`config.mk`:
```
export PLATFORM = sky130hd
export DESIGN_NAME = FP_ALU
export DESIGN_NICKNAME = d
export VERILOG_FILES = /design/src/rtl/fp_alu_checker.sv
export SDC_FILE = /design/constraint.sdc
export NUM_CORES = 2
export LEC_CHECK = 0
export BUFFER_PORTS_ARGS = -buffer_cell sky130_fd_sc_hd__buf_2
export CAP_MARGIN = 20
export CORE_UTILIZATION = 61
export DETAILED_ROUTE_END_ITERATION = 8
export PLACE_DENSITY = 0.82
export SETUP_SLACK_MARGIN = 0.4
export SLEW_MARGIN = 20
export SYNTH_ARGS = -nofsm -noshare
export SYNTH_HDL_FRONTEND = slang
export SYNTH_SLANG_ARGS = --single-unit
```
`constraint.sdc`:
```
create_clock -name vclk -period 11.6
set_input_delay 0.58 -clock vclk [all_inputs]
set_output_delay 0.58 -clock vclk [all_outputs]
set_load 0.02 [all_outputs]
```
`src/rtl/fp_alu_checker.sv`:
```
// Self-checking harness: registers vectors into FP_ALU, compares, counts,
// and queues mismatch records. FP_ALU: op 0 add, 1 sub, 2 mul, 3 pass para1.
module FP_ALU (
  input  logic [31:0] para1,
  input  logic [31:0] para2,
  input  logic [1:0]  ALU_op,
  output logic [31:0] out,
  output logic        zero,
  output logic        under_overflow
);
  localparam logic [1:0] OP_SUB = 2'd1, OP_MUL = 2'd2, OP_MOV = 2'd3;
  logic [23:0] m1, m2, m_hi, m_lo, m_sh;
  logic [7:0]  e_hi, e_lo, d;
  logic        sb, s_hi, s_lo, swap, rs, is_zero;
  logic [24:0] s, s_n;
  logic [47:0] p;
  logic [22:0] frac;
  int          e, lz;

  // Truncating arithmetic, denormal inputs flushed to zero, no NaN/Inf special-casing.
  always_comb begin
    m1   = (para1[30:23] == 8'd0) ? 24'd0 : {1'b1, para1[22:0]};
    m2   = (para2[30:23] == 8'd0) ? 24'd0 : {1'b1, para2[22:0]};
    sb   = para2[31] ^ (ALU_op == OP_SUB);
    swap = para2[30:0] > para1[30:0];
    e_hi = swap ? para2[30:23] : para1[30:23];
    e_lo = swap ? para1[30:23] : para2[30:23];
    m_hi = swap ? m2 : m1;
    m_lo = swap ? m1 : m2;
    s_hi = swap ? sb : para1[31];
    s_lo = swap ? para1[31] : sb;
    d    = e_hi - e_lo;
    m_sh = (d > 8'd23) ? 24'd0 : (m_lo >> d);
    p    = m1 * m2;
    s    = '0;
    s_n  = '0;
    lz   = 0;
    frac = '0;
    e    = 0;
    rs   = s_hi;
    is_zero = 1'b0;
    if (ALU_op == OP_MUL) begin
      rs      = para1[31] ^ para2[31];
      is_zero = (m1 == 24'd0) || (m2 == 24'd0);
      if (p[47]) begin
        frac = p[46:24];
        e    = int'(para1[30:23]) + int'(para2[30:23]) - 126;
      end else begin
        frac = p[45:23];
        e    = int'(para1[30:23]) + int'(para2[30:23]) - 127;
      end
    end else if (s_hi == s_lo) begin
      s       = {1'b0, m_hi} + {1'b0, m_sh};
      is_zero = (s == 25'd0);
      if (s[24]) begin
        frac = s[23:1];
        e    = int'(e_hi) + 1;
      end else begin
        frac = s[22:0];
        e    = int'(e_hi);
      end
    end else begin
      s       = {1'b0, m_hi} - {1'b0, m_sh};
      is_zero = (s == 25'd0);
      lz      = 23;
      for (int i = 0; i <= 23; i++)
        if (s[i]) lz = 23 - i;
      s_n  = s << lz;
      frac = s_n[22:0];
      e    = int'(e_hi) - lz;
    end

    under_overflow = 1'b0;
    if (ALU_op == OP_MOV) out = para1;
    else if (is_zero)     out = {(ALU_op == OP_MUL) & rs, 31'd0};
    else if (e >= 255) begin
      out = {rs, 8'hFF, 23'd0};
      under_overflow = 1'b1;
    end else if (e <= 0) begin
      out = {rs, 31'd0};
      under_overflow = 1'b1;
    end else out = {rs, e[7:0], frac};
    zero = (out[30:0] == 31'd0);
  end
endmodule


```
==> run metrics <==
YS warnings 0; Max Cap Violations 0; # IOs 100; placed instance area 34300 um2; post-route core utilization 76.1%; crit path max fanout 6; total grt overflow 0; Post-CTS Hold Fix Bufs 0; Max Freq 79.8 MHz; layout cell share with drive strength beyond 1 22.3%; cell area after layout 36300 um2; DRC violations left 0; CP Launch Type input pin; CP arrival 11950 ps; core area 47600 um2; post-synthesis cell count 3859; number of sequential cells 0; Initial Utilization 61.7%; Layout fillers 3511; status finished with violations; vias per cell 6.55; failing checks negative setup slack; NumNets Final 5180; die height 222 um; count of different cell masters after synthesis 103; Synth area leaders fa_1 (33%), ha_1 (11%), inv_1 (7.7%); Worst path slowest cell or4_4; sequential area share after synthesis 0%; Tcrit/Tclk final 108%; Syn Std Cell Area 29400 um2; slew of the pin with the lowest slew margin 1310 ps; Die ar. 49100 um2; vias in the first global route 32200; crit path kind input pin to output port; port bufs 100; area leader, netlist fa_1; CP bufs+invs 14; Final HPWL DP 100 mm; Placed Instances 4895; Placer Congestion 1.11; count leader, synth inv_1; CP Launch Point para1[20]; FP Rows 80; vias 32600; first-pass GRT wire length 187 mm; endpoints failing hold 0; max_slew headroom 12.2%; CP peak stage delay 590 ps; final cell count without fillers 4979; clkbuf count 0; routed wire length 125 mm; Avg WL per Cell 25.2 um; Syn Nets 4678; Final WS setup -926 ps; Syn Area/Cell 7.62 um2; Worst EP required 11020 ps; Period minus WS final 12530 ps; initial antenna violation count 4; final setup fails 25; DRT iter0 DRCs 4055; Top Family by Delay on Critical Path simple AND/OR/NAND/NOR gates; P&R area growth vs syn 23.3%; hold slack final 1720 ps; HP Start para1[31]; Worst setup EP type output port; antenna-violating nets left 0; Seq. cell area 0 um2; fin. max-slew vios 0; commonest cells in the netlist inv_1 (600), nand2_1 (559), fa_1 (485); Chip Width 222 um; Critical Path Most Common Cell buf_4; Synth top area share 33.0%; drt pass-1 iters 6; gr usage total 50.4%; Hold WC Path Type input pin to output port; largest net degree at the start of global routing 55; RSZ-0062 raised after global routing yes
[worst paths after layout]
kind	to	cells past startpoint	slack, ps
max	zero	54	-930
min	out[31]	4	1720
[per-layer routing]
metal | share of wire [%] | track usage (%) | up-vias | wire length, um
li1 | - | - | 13700 | -
met1 | 34 | 61.9 | 15500 | 43200
met2 | 42 | 75.0 | 2627 | 52200
met3 | 15 | 16.7 | 748 | 18700
met4 | 9.0 | 34.8 | 0 | 11300
met5 | 0 | 0 | - | 0
[area by class of cell]
type | count | area [um2] | area share (%)
Multi-Input combinational cell | 3018 | 27400 | 75.5
Inverter | 607 | 2300 | 6.34
Antenna cell | 5 | 12.5 | 0.0345
Timing Repair Buffer | 734 | 5790 | 16.0
Tap cell | 615 | 769 | 2.12
[repair_timing]
action	CTS	global route
pin swaps	67	63
setup buffers	52	26
cloned	1	0
endpoints found under the setup margin	27	33
resized for setup	201	87
[cells in the final DEF, fill, tap and decap left out, types with 16 or more instances in the layout]
cell type	instances
inv_1	595
buf_4	575
nand2_1	545
fa_1	483
ha_1	252
nor2_1	214
a21oi_1	153
o21ai_0	131
and2_1	126
nand3_1	99
mux2i_1	76
nor3_1	72
buf_2	72
buf_6	71
xnor2_1	50
and3_1	49
nand2b_1	42
a21o_1	36
o211ai_1	30
nand4_1	30
xor2_1	26
a211oi_1	24
nor2b_1	24
o21a_1	23
a22oi_1	23
or3_1	21
mux2_2	20
or2_2	18
nor4_1	18
a31oi_1	18
o31a_1	16
o221ai_1	16
[cell families (layout without fill, tap and decap cells)]
logic type	after synthesis	after routing	synth area share [%]
buffers and inverters	841	1341	10.9
AO/OA/AOI/OAI	710	710	16.4
adder cells (fa/ha/maj)	753	753	44.4
XOR/XNOR	80	80	2.43
multiplexers	98	98	3.42
AND/OR/NAND/NOR	1377	1377	22.4
other	0	5	0
[metrics by stage]
step / setup TNS [ps] / setup slack (ps)
final: -9530 / -926
after global routing: -14780 / -1140
after CTS: -938 / -416
after detailed placement: -10100 / -1030
after global placement: -6590 / -911
after floorplan: -90.2 / -90.2
